File: src/rtl/bkg_line_fetcher.sv
// Background renderer with per-scanline SRAM prefetch into a ping-pong line buffer.
// Rows above GROUND_Y show SKY_COLOR; rows at and below it show a tiled SRC_W x SRC_H
// image that is fetched during horizontal blanking of the preceding line.
// Optional feature: define BKG_HSCROLL_EN to add a per-line horizontal scroll input.
module bkg_line_fetcher #(
  parameter int unsigned         PIXEL_W        = 16,
  parameter int unsigned         ADDR_W         = 20,
  parameter int unsigned         SRC_W          = 64,
  parameter int unsigned         SRC_H          = 8,
  parameter int unsigned         RD_LAT         = 2,
  parameter int unsigned         H_ACTIVE       = 640,
  parameter int unsigned         V_ACTIVE       = 480,
  parameter int unsigned         V_TOTAL        = 525,
  parameter int unsigned         GROUND_Y       = 360,
  parameter logic [PIXEL_W-1:0]  SKY_COLOR      = 16'h0000,
  parameter logic [PIXEL_W-1:0]  FALLBACK_COLOR = 16'hF81F
) (
  input  logic               Clk,
  input  logic               Reset_n,
  input  logic [9:0]         DrawX,
  input  logic [9:0]         DrawY,
`ifdef BKG_HSCROLL_EN
  input  logic [9:0]         scroll_x,
`endif
  input  logic [ADDR_W-1:0]  base_addr,
  output logic [ADDR_W-1:0]  SRAM_ADDR,
  output logic               SRAM_CE_N,
  output logic               SRAM_OE_N,
  output logic               SRAM_WE_N,
  output logic               SRAM_UB_N,
  output logic               SRAM_LB_N,
  input  logic [PIXEL_W-1:0] sram_rdata,
  output logic [PIXEL_W-1:0] bkg_color,
  output logic               fetch_busy,
  output logic               fetch_late
);

  localparam int unsigned      COL_W      = $clog2(SRC_W);
  localparam logic [9:0]       X_ACT      = 10'(H_ACTIVE);
  localparam logic [9:0]       LAST_X     = 10'(H_ACTIVE - 1);
  localparam logic [9:0]       Y_ACT      = 10'(V_ACTIVE);
  localparam logic [9:0]       LAST_Y     = 10'(V_TOTAL - 1);
  localparam logic [9:0]       GROUND     = 10'(GROUND_Y);
  localparam logic [9:0]       ROW_MASK   = 10'(SRC_H - 1);
  localparam logic [COL_W-1:0] LAST_COL   = COL_W'(SRC_W - 1);
  localparam logic [2:0]       LAST_DRAIN = 3'(RD_LAT - 1);

  typedef enum logic [1:0] {StIdle, StFetch, StDrain} state_e;

  state_e              state_q, state_d;
  logic [COL_W-1:0]    col_q, col_d;
  logic [2:0]          drain_q, drain_d;
  logic [9:0]          prev_x_q;
  logic [9:0]          ny_q;
  logic [ADDR_W-1:0]   base_q;
  logic [RD_LAT-1:0]   pipe_v_q;
  logic [COL_W-1:0]    pipe_idx_q [RD_LAT];
  logic [1:0]          valid_q;
  logic [9:0]          tag_q [2];
  logic [PIXEL_W-1:0]  color_q;
  logic                late_q;
  logic [PIXEL_W-1:0]  line_buf [2][SRC_W];

  logic                trig;
  logic [9:0]          ny_next;
  logic                ny_ok;
  logic                start;
  logic                abort;
  logic                fetch_done;
  logic [9:0]          row_idx;
  logic [ADDR_W-1:0]   offset;

  logic                rd_bank;
  logic [COL_W-1:0]    rd_col;
  logic                hit;
  logic                miss;
  logic [PIXEL_W-1:0]  pix_d;

  // Trigger fires on the single cycle where the column crosses into horizontal blanking.
  assign trig    = (prev_x_q == LAST_X) && (DrawX == X_ACT);
  assign ny_next = (DrawY == LAST_Y) ? 10'd0 : DrawY + 10'd1;
  assign ny_ok   = (ny_next >= GROUND) && (ny_next < Y_ACT);
  assign start   = trig && ny_ok;
  // Any trigger while busy is an overrun: the running fetch is abandoned.
  assign abort   = trig && (state_q != StIdle);
  assign fetch_done = (state_q == StDrain) && (drain_q == LAST_DRAIN) && !trig;

  assign row_idx = (ny_q - GROUND) & ROW_MASK;
  assign offset  = ADDR_W'(row_idx) * ADDR_W'(SRC_W) + ADDR_W'(col_q);

  // FSM state register
  always_ff @(posedge Clk or negedge Reset_n) begin
    if (!Reset_n) begin
      state_q <= StIdle;
    end else begin
      state_q <= state_d;
    end
  end

  // FSM next-state and counter update
  always_comb begin
    state_d = state_q;
    col_d   = col_q;
    drain_d = drain_q;
    unique case (state_q)
      StIdle: begin
        if (start) begin
          state_d = StFetch;
          col_d   = '0;
        end
      end
      StFetch: begin
        col_d = col_q + COL_W'(1);
        if (col_q == LAST_COL) begin
          state_d = StDrain;
          drain_d = 3'd0;
        end
      end
      StDrain: begin
        drain_d = drain_q + 3'd1;
        if (drain_q == LAST_DRAIN) begin
          state_d = StIdle;
        end
      end
      default: state_d = StIdle;
    endcase
    // Overrun restarts for the new line, or goes idle if that line needs no fetch.
    if (abort) begin
      state_d = ny_ok ? StFetch : StIdle;
      col_d   = '0;
      drain_d = 3'd0;
    end
  end

  // FSM outputs: SRAM control is asserted for the whole FETCH + DRAIN window
  always_comb begin
    fetch_busy = (state_q != StIdle);
    SRAM_CE_N  = !fetch_busy;
    SRAM_OE_N  = !fetch_busy;
    SRAM_WE_N  = 1'b1;
    SRAM_UB_N  = SRAM_CE_N;
    SRAM_LB_N  = SRAM_CE_N;
    SRAM_ADDR  = '0;
    if (state_q == StFetch) begin
      SRAM_ADDR = base_q + offset;
    end
  end

  // Fetch datapath: counters, latched request, read-return pipe, bank bookkeeping, pixel reg
  always_ff @(posedge Clk or negedge Reset_n) begin
    if (!Reset_n) begin
      prev_x_q   <= '0;
      col_q      <= '0;
      drain_q    <= '0;
      ny_q       <= '0;
      base_q     <= '0;
      pipe_v_q   <= '0;
      pipe_idx_q <= '{default: '0};
      valid_q    <= '0;
      tag_q      <= '{default: '0};
      color_q    <= '0;
      late_q     <= 1'b0;
    end else begin
      prev_x_q <= DrawX;
      col_q    <= col_d;
      drain_q  <= drain_d;
      if (start) begin
        ny_q   <= ny_next;
        base_q <= base_addr;
      end
      pipe_v_q[0]   <= (state_q == StFetch) && !abort;
      pipe_idx_q[0] <= col_q;
      for (int i = 1; i < RD_LAT; i++) begin
        pipe_v_q[i]   <= pipe_v_q[i-1] && !abort;
        pipe_idx_q[i] <= pipe_idx_q[i-1];
      end
      if (start) begin
        valid_q[ny_next[0]] <= 1'b0;
      end
      if (fetch_done) begin
        valid_q[ny_q[0]] <= 1'b1;
        tag_q[ny_q[0]]   <= ny_q;
      end
      color_q <= pix_d;
      late_q  <= late_q | abort | miss;
    end
  end

  // Line buffer write as each read matures; aborted entries are dropped
  always_ff @(posedge Clk) begin
    if (pipe_v_q[RD_LAT-1] && !abort) begin
      line_buf[ny_q[0]][pipe_idx_q[RD_LAT-1]] <= sram_rdata;
    end
  end

`ifdef BKG_HSCROLL_EN
  logic [9:0] scroll_q;
  logic [9:0] scroll_eff;

  // Scroll is captured at the start of each line so the whole line uses one offset
  always_ff @(posedge Clk or negedge Reset_n) begin
    if (!Reset_n) begin
      scroll_q <= '0;
    end else if (DrawX == 10'd0) begin
      scroll_q <= scroll_x;
    end
  end

  assign scroll_eff = (DrawX == 10'd0) ? scroll_x : scroll_q;
  // 10-bit wrap is harmless since 1024 is a multiple of SRC_W.
  assign rd_col     = COL_W'((DrawX + scroll_eff) % 10'(SRC_W));
`else
  assign rd_col     = DrawX[COL_W-1:0];
`endif

  assign rd_bank = DrawY[0];
  assign hit     = valid_q[rd_bank] && (tag_q[rd_bank] == DrawY);

  // Pixel selection: blanking, sky, buffered tile, or fallback on a missing line
  always_comb begin
    pix_d = '0;
    miss  = 1'b0;
    if ((DrawX >= X_ACT) || (DrawY >= Y_ACT)) begin
      pix_d = '0;
    end else if (DrawY < GROUND) begin
      pix_d = SKY_COLOR;
    end else if (hit) begin
      pix_d = line_buf[rd_bank][rd_col];
    end else begin
      pix_d = FALLBACK_COLOR;
      miss  = 1'b1;
    end
  end

  assign bkg_color  = color_q;
  assign fetch_late = late_q;

endmodule

File: config.mk
export PLATFORM = sky130hd
export DESIGN_NAME = bkg_line_fetcher
export DESIGN_NICKNAME = d
export VERILOG_FILES = /design/src/rtl/bkg_line_fetcher.sv
export SDC_FILE = /design/constraint.sdc
export NUM_CORES = 2
export LEC_CHECK = 0
export CORE_MARGIN = 10
export CORE_UTILIZATION = 45
export DETAILED_ROUTE_END_ITERATION = 6
export GPL_TIMING_DRIVEN = 0
export MAX_ROUTING_LAYER = met4
export PLACE_DENSITY = 0.64
export SKIP_CTS_REPAIR_TIMING = 1
export SLEW_MARGIN = 25
export SYNTH_ARGS = -nofsm -noshare
export SYNTH_HDL_FRONTEND = slang
export SYNTH_SLANG_ARGS = --single-unit
File: constraint.sdc
create_clock -name Clk -period 3.65 [get_ports Clk]
set_clock_uncertainty 0.05 [all_clocks]
set_input_delay 0.73 -clock Clk [delete_from_list [all_inputs] [get_ports Clk]]
set_output_delay 0.73 -clock Clk [all_outputs]
set_load 0.05 [all_outputs]
* Word-level counts from Yosys, hierarchy flattened
Memories as Yosys holds them, arrays and structs flattened.
Index checks and enable logic that the tools add are counted.
** Cells by class
- Add/sub/neg operators :: 6
- Magnitude comparators :: 16
- Eq/ne operators :: 11
- Muxes and demuxes :: 41
- Bitwise gates (word level) :: 9
- Reductions and logical operators :: 25
** Operators by type and width (count)
- 2-to-1 mux 1024 bit :: 1
- binary-select mux 16 bit (select 6 bit) :: 1
- demux 16 bit (select 6 bit) :: 1
- 2-to-1 mux 16 bit :: 6
- 2-to-1 mux 10 bit :: 5
- equality test 10 bit, second input constant :: 3
- adder 20 x 10 -> 20 bit :: 1
- bitwise mux 20 bit :: 1
- >= comparator 10 x 9 -> 1 bit, second input constant :: 2
- less-than comparator 10 x 9 -> 1 bit, second input constant :: 2
- 2-to-1 mux 20 bit :: 1
- >= comparator 7 bit, second input constant :: 2
- logical AND 1 bit :: 14
- NOT 6 -> 7 bit :: 2
- 2-to-1 mux 2 bit :: 6
- 2-to-1 mux 6 bit :: 2
- case mux 6 bit (2 select lines) :: 1
- adder 10 x 1 -> 10 bit, second input constant :: 1
- adder 9 x 6 -> 10 bit :: 1
- demux 10 bit (select 1 bit) :: 1
- equality test 10 bit :: 1
- >= comparator 10 bit, second input constant :: 1
- 2-to-1 mux 1 bit :: 9
- less-than comparator 7 x 1 -> 1 bit, second input constant :: 1
- other kinds (29) :: 42
** Storage, ports and cells
- Register bits after elaboration :: 104
- Bits in writable memories :: 2048
- Input bits :: 58
- Output and inout bits :: 43
- Word-level logic and storage cells :: 123
- Memories :: 1
** Memory list
- line_buf :: depth 2, width 1024, read ports 1, clocked after memory_dff 0, write ports 1, RTL line 62 : logic [PIXEL_W-1:0] line_buf [2][SRC_W];

* Longest topological paths before layout
- Word-level depth :: 11
- Gate-level depth with buffers :: 14
- Gate-level depth less buffers :: 9

* Least setup slack after synthesis
No wires, ideal clock.
- Path type :: register to register
- Start :: reg state_q[1]
- End :: mem line_buf[1][16] (netlist name) (enable)
- Library setup time :: 0.389 ns
- Arrival time :: 3.685 ns
- Slack :: -0.473 ns
- Stages on the path, launching flop included :: 9
- Path buffers :: 2
- Period minus slack after synthesis :: 4.123 ns
- Path through :: dfrtp_1 clkbuf_1 nor2_1 inv_1 and2_1 nor3b_1 nand3_1 buf_2 nor2_1
** Between the ends
- Cells in the longest elaborated chain, start to end :: 6
** RTL lines
- from (decl) :: RTL line 50 : state_e state_q, state_d;
- from (signal assigned) :: RTL line 94 : state_q <= StIdle;
- from (signal assigned) :: RTL line 96 : state_q <= state_d;
- nonzero test 2 bit
- net fetch_busy :: RTL line 34 : output logic fetch_busy,
- logical AND 1 bit :: RTL line 85 : assign abort = trig && (state_q != StIdle);
- logical NOT 1 bit :: RTL line 191 : if (pipe_v_q[RD_LAT-1] && !abort) begin
- logical AND 1 bit :: RTL line 191
- 2-to-1 mux 1 bit :: RTL line 191
- 2-to-1 mux 1024 bit (implied by the code) :: RTL line 192 : line_buf[ny_q[0]][pipe_idx_q[RD_LAT-1]] <= sram_rdata;
- to (decl) :: RTL line 62
The timed path passes the listed nets, and every way through them passes these cells.

* Worst setup path after layout
- Start :: reg col_q[1]
- End :: out SRAM_ADDR[19]
** Between the ends
- Cells in the longest elaborated chain, start to end :: 3
** RTL lines
- from (decl) :: RTL line 51 : logic [COL_W-1:0] col_q, col_d;
- from (signal assigned) :: RTL line 165 : col_q <= col_d;
- adder 9 x 6 -> 10 bit :: RTL line 89 : assign offset = ADDR_W'(row_idx) * ADDR_W'(SRC_W) + ADDR_W'(col_q);
- adder 20 x 10 -> 20 bit :: RTL line 145 : SRAM_ADDR = base_q + offset;
- 2-to-1 mux 20 bit :: RTL line 144 : if (state_q == StFetch) begin
- to (decl) :: RTL line 26 : output logic [ADDR_W-1:0] SRAM_ADDR,
Every way passes these cells.

==> flow_metrics.env <==
export IMPL_ys_top_cells_by_area="edfxtp_1 73%, mux4_2 12%, dfrtp_1 3.1%"
export IMPL_drt_met1_wl_um=107000
export IMPL_setup_viol_count_final=753
export IMPL_finalInstanceArea_um2=101000
export IMPL_ys_async_sr_fraction_pct=4.83
export IMPL_leakagePower_nw=32.6
export IMPL_min_delay_path_depth=1
export IMPL_cp_slowest_cell="dfrtp_2"
export IMPL_highest_layer="met4"
export IMPL_violations="negative setup slack"
export IMPL_io_pins=101
export IMPL_dr_pass1_iters=6
export IMPL_pwr_density_cell_nw_per_um2=515
export IMPL_met2WireLength_um=135000
export IMPL_instances_no_fill=7229
export IMPL_dieHeight_um=452
export IMPL_min_period_ns=4.19
export IMPL_antenna_found_initial=15
export IMPL_max_freq_ghz=0.239
export IMPL_hp_start="DrawX[0]"
export IMPL_cts_max_level=4
export IMPL_worstMarginPinSlew_ns=1.20
export IMPL_hold_end="prev_x_q[0]"
export IMPL_synth_edf_count=2048
export IMPL_ys_warn_count=0
export IMPL_vdd_drop_max_mv=0.537
export IMPL_r2r_cells=5
export IMPL_drt_iter0_drc=8658
export IMPL_syn_inst=4024
export IMPL_cp_required_ns=2.87
export IMPL_slowest_delay_ns=0.46
export IMPL_routed_via_density=6.57
export IMPL_grt_pass1_wl_um=398000
export IMPL_grt_max_degree=101
export IMPL_dieArea_um2=204000
export IMPL_final_nets=4619
export IMPL_syn_nets=4097
export IMPL_regToRegEndpoint="line_buf[1][248]"
export IMPL_fp_coreArea_um2=185000
export IMPL_routedWlPerCell_um=41.5
export IMPL_wirelength_um=300000
export IMPL_ys_seq_area_share_pct=76.4
export IMPL_num_rows=158
export IMPL_relSlewSlack_pct=20.0
export IMPL_status="finished, violations left"
export IMPL_ant_nets=0
export IMPL_cap_violations=0
export IMPL_crit_family="compound AO/OA/AOI/OAI gates"
export IMPL_hold_viol=0
export IMPL_vias=47500
export IMPL_areaGrowthSynthToFinish_pct=20.3
export IMPL_io_buffers=93
export IMPL_layout_setup_ws_ns=-0.537
export IMPL_final_core_util_pct=54.5
export IMPL_clock_latency_ns=0.89
export IMPL_timing_rr_start="ny_q[0]"
export IMPL_drc_errors=0
export IMPL_synth_avg_cell_area_um2=20.9
export IMPL_end_kind="primary output"
export IMPL_grt_usage_pct=29.7
export IMPL_clockBufferDepth=3
export IMPL_crit_type="flip-flop to primary output"
export IMPL_gp_congestion=1.01
export IMPL_postPlaceCellArea_um2=92000
export IMPL_crit_fanout=5
export IMPL_cts_root_buf="clkbuf_16"
export IMPL_grt_pass1_vias=44900
export IMPL_worstSetupStartpointType="flip-flop"
export IMPL_reg2reg_slack_ns=-0.39
export IMPL_grt_overflow_total=0
export IMPL_routed_wl_met3_um=40700
export IMPL_yosys_top_cells_count="2048 x edfxtp_1, 448 x mux4_2, 219 x mux2i_1"
export IMPL_slew_viol_final=0
export IMPL_min_path_type="input pin to flip-flop"
export IMPL_cts_sinks=2152
export IMPL_netlist_area_leader_share_pct=73.3
export IMPL_crit_buf_inv=2
export IMPL_post_route_period_util_pct=115
export IMPL_dp_hpwl_um=200000
export IMPL_tritoncts="built"
export IMPL_cts_made_buffers=213
export IMPL_drive_gt1_share_pct=30.6
export IMPL_synth_most_common_cell="edfxtp_1"
export IMPL_numPlacedInstances=6716
export IMPL_cts_clk_slew_worst_paths_ns=0.06
export IMPL_arrival_ns=3.41
export IMPL_synthesis_area_um2=84000
export IMPL_rsz0062_at_grt="yes"
export IMPL_ys_ff_latch=2152
export IMPL_initial_core_util_pct=45.3
export IMPL_yosysTopAreaCell="edfxtp_1"
export IMPL_die_width_um=452
export IMPL_synth_cell_types=73
export IMPL_critical_path_cell_chain="ha_4 -> a21o_1 -> a21oi_2 -> o21bai_1 -> a2111o_1 -> a41oi_2 -> buf_6 -> o21ai_1 -> a21oi_1 -> buf_4"
export IMPL_synthFlopType="edfxtp_1"
[how the worst max path moves through the flow]
stage          slack, ns             to      from  cells past startpoint
2_1_floorplan      -0.18  SRAM_ADDR[16]  col_q[0]                      9
3_3_place_gp       -3.71  bkg_color[12]  DrawX[1]                      9
3_5_place_dp       -3.23  bkg_color[13]  DrawX[2]                     10
4_1_cts            -2.31  bkg_color[13]  DrawX[2]                     10
5_1_grt            -0.65  SRAM_ADDR[17]  col_q[1]                     10
6_report           -0.54  SRAM_ADDR[19]  col_q[1]                     10
[layout by cell type (no fill, tap or decap), types with 75 or more instances in the layout]
master | synthesis | routed
mux4_2 | 448 | 448
a21oi_1 | 109 | 100
clkbuf_16 | 0 | 219
buf_12 | 0 | 79
o221ai_1 | 91 | 87
nor2_4 | 0 | 128
mux2i_1 | 219 | 219
clkbuf_1 | 68 | 75
dfrtp_1 | 104 | 101
edfxtp_1 | 2048 | 2048
buf_16 | 0 | 85
[flip-flops by register name, summed over array words and instances, names as in the netlist]
name and flops:
pipe_v_q 2, drain_q 3, base_q 20, col_q 6
ny_q 10, state_q 2, prev_x_q 10, bkg_color 16
fetch_late 1, valid_q 2, pipe_idx_q 12, line_buf 2048
tag_q 20
[kinds of logic after synthesis]
family	synth area share (%)
AO/OA/AOI/OAI	3.74
other	0.00447
multiplexers	15.2
buffers and inverters	1.85
AND/OR/NAND/NOR	2.31
adder cells (fa/ha/maj)	0.233
XOR/XNOR	0.271
flip-flops	76.4
[area by class of cell]
| class | count | area (µm²) |
|---|---|---|
| Timing Repair Buffer | 308 | 5240 |
| Tap cell | 2480 | 3100 |
| Sequential cell | 2152 | 64100 |
| Multi-Input combinational cell | 1625 | 19800 |
| Clock buffer | 275 | 5740 |
| Buffer | 222 | 1790 |
| Inverter | 24 | 97.6 |
| Fill cell | 14000 | 84400 |
| Antenna cell | 16 | 40.0 |
| Clock inverter | 127 | 1160 |
[through the flow]
step                      power [W]   TNS, ns  setup slack (ns)  hold slack [ns]
after global placement       0.0306  -9506.73             -3.71            0.284
after floorplan              0.0289    -0.814            -0.179            0.281
after global routing         0.0531   -156.17            -0.652           0.0950
after detailed placement     0.0306  -4270.78             -3.23            0.288
after CTS                    0.0519  -2406.14             -2.31           -0.294
final                        0.0520   -150.96            -0.537            0.156
[metal layers]
layer | vias up | global-route usage [%]
met5 | - | -
met4 | 0 | 14.4
met3 | 779 | 9.61
met2 | 3673 | 42.8
met1 | 25100 | 37.9
li1 | 18000 | -
[worst reg2reg max path, stage by stage (launching register included)]
cell	delay, ns
dfrtp_1	0.38
clkbuf_1	0.61
inv_1	0.20
nor2_1	0.80
nand3_1	0.79
nor2_4	0.83
[report_power, final]
part	leakage [nW]	internal (W)	switching (W)
sequential	19.7	0.0270	0.00000305
combinational	9.57	0.00102	0.00222
clock	3.35	0.0120	0.00971
total	32.6	0.0401	0.0119
(Power assumes the default switching activity.)
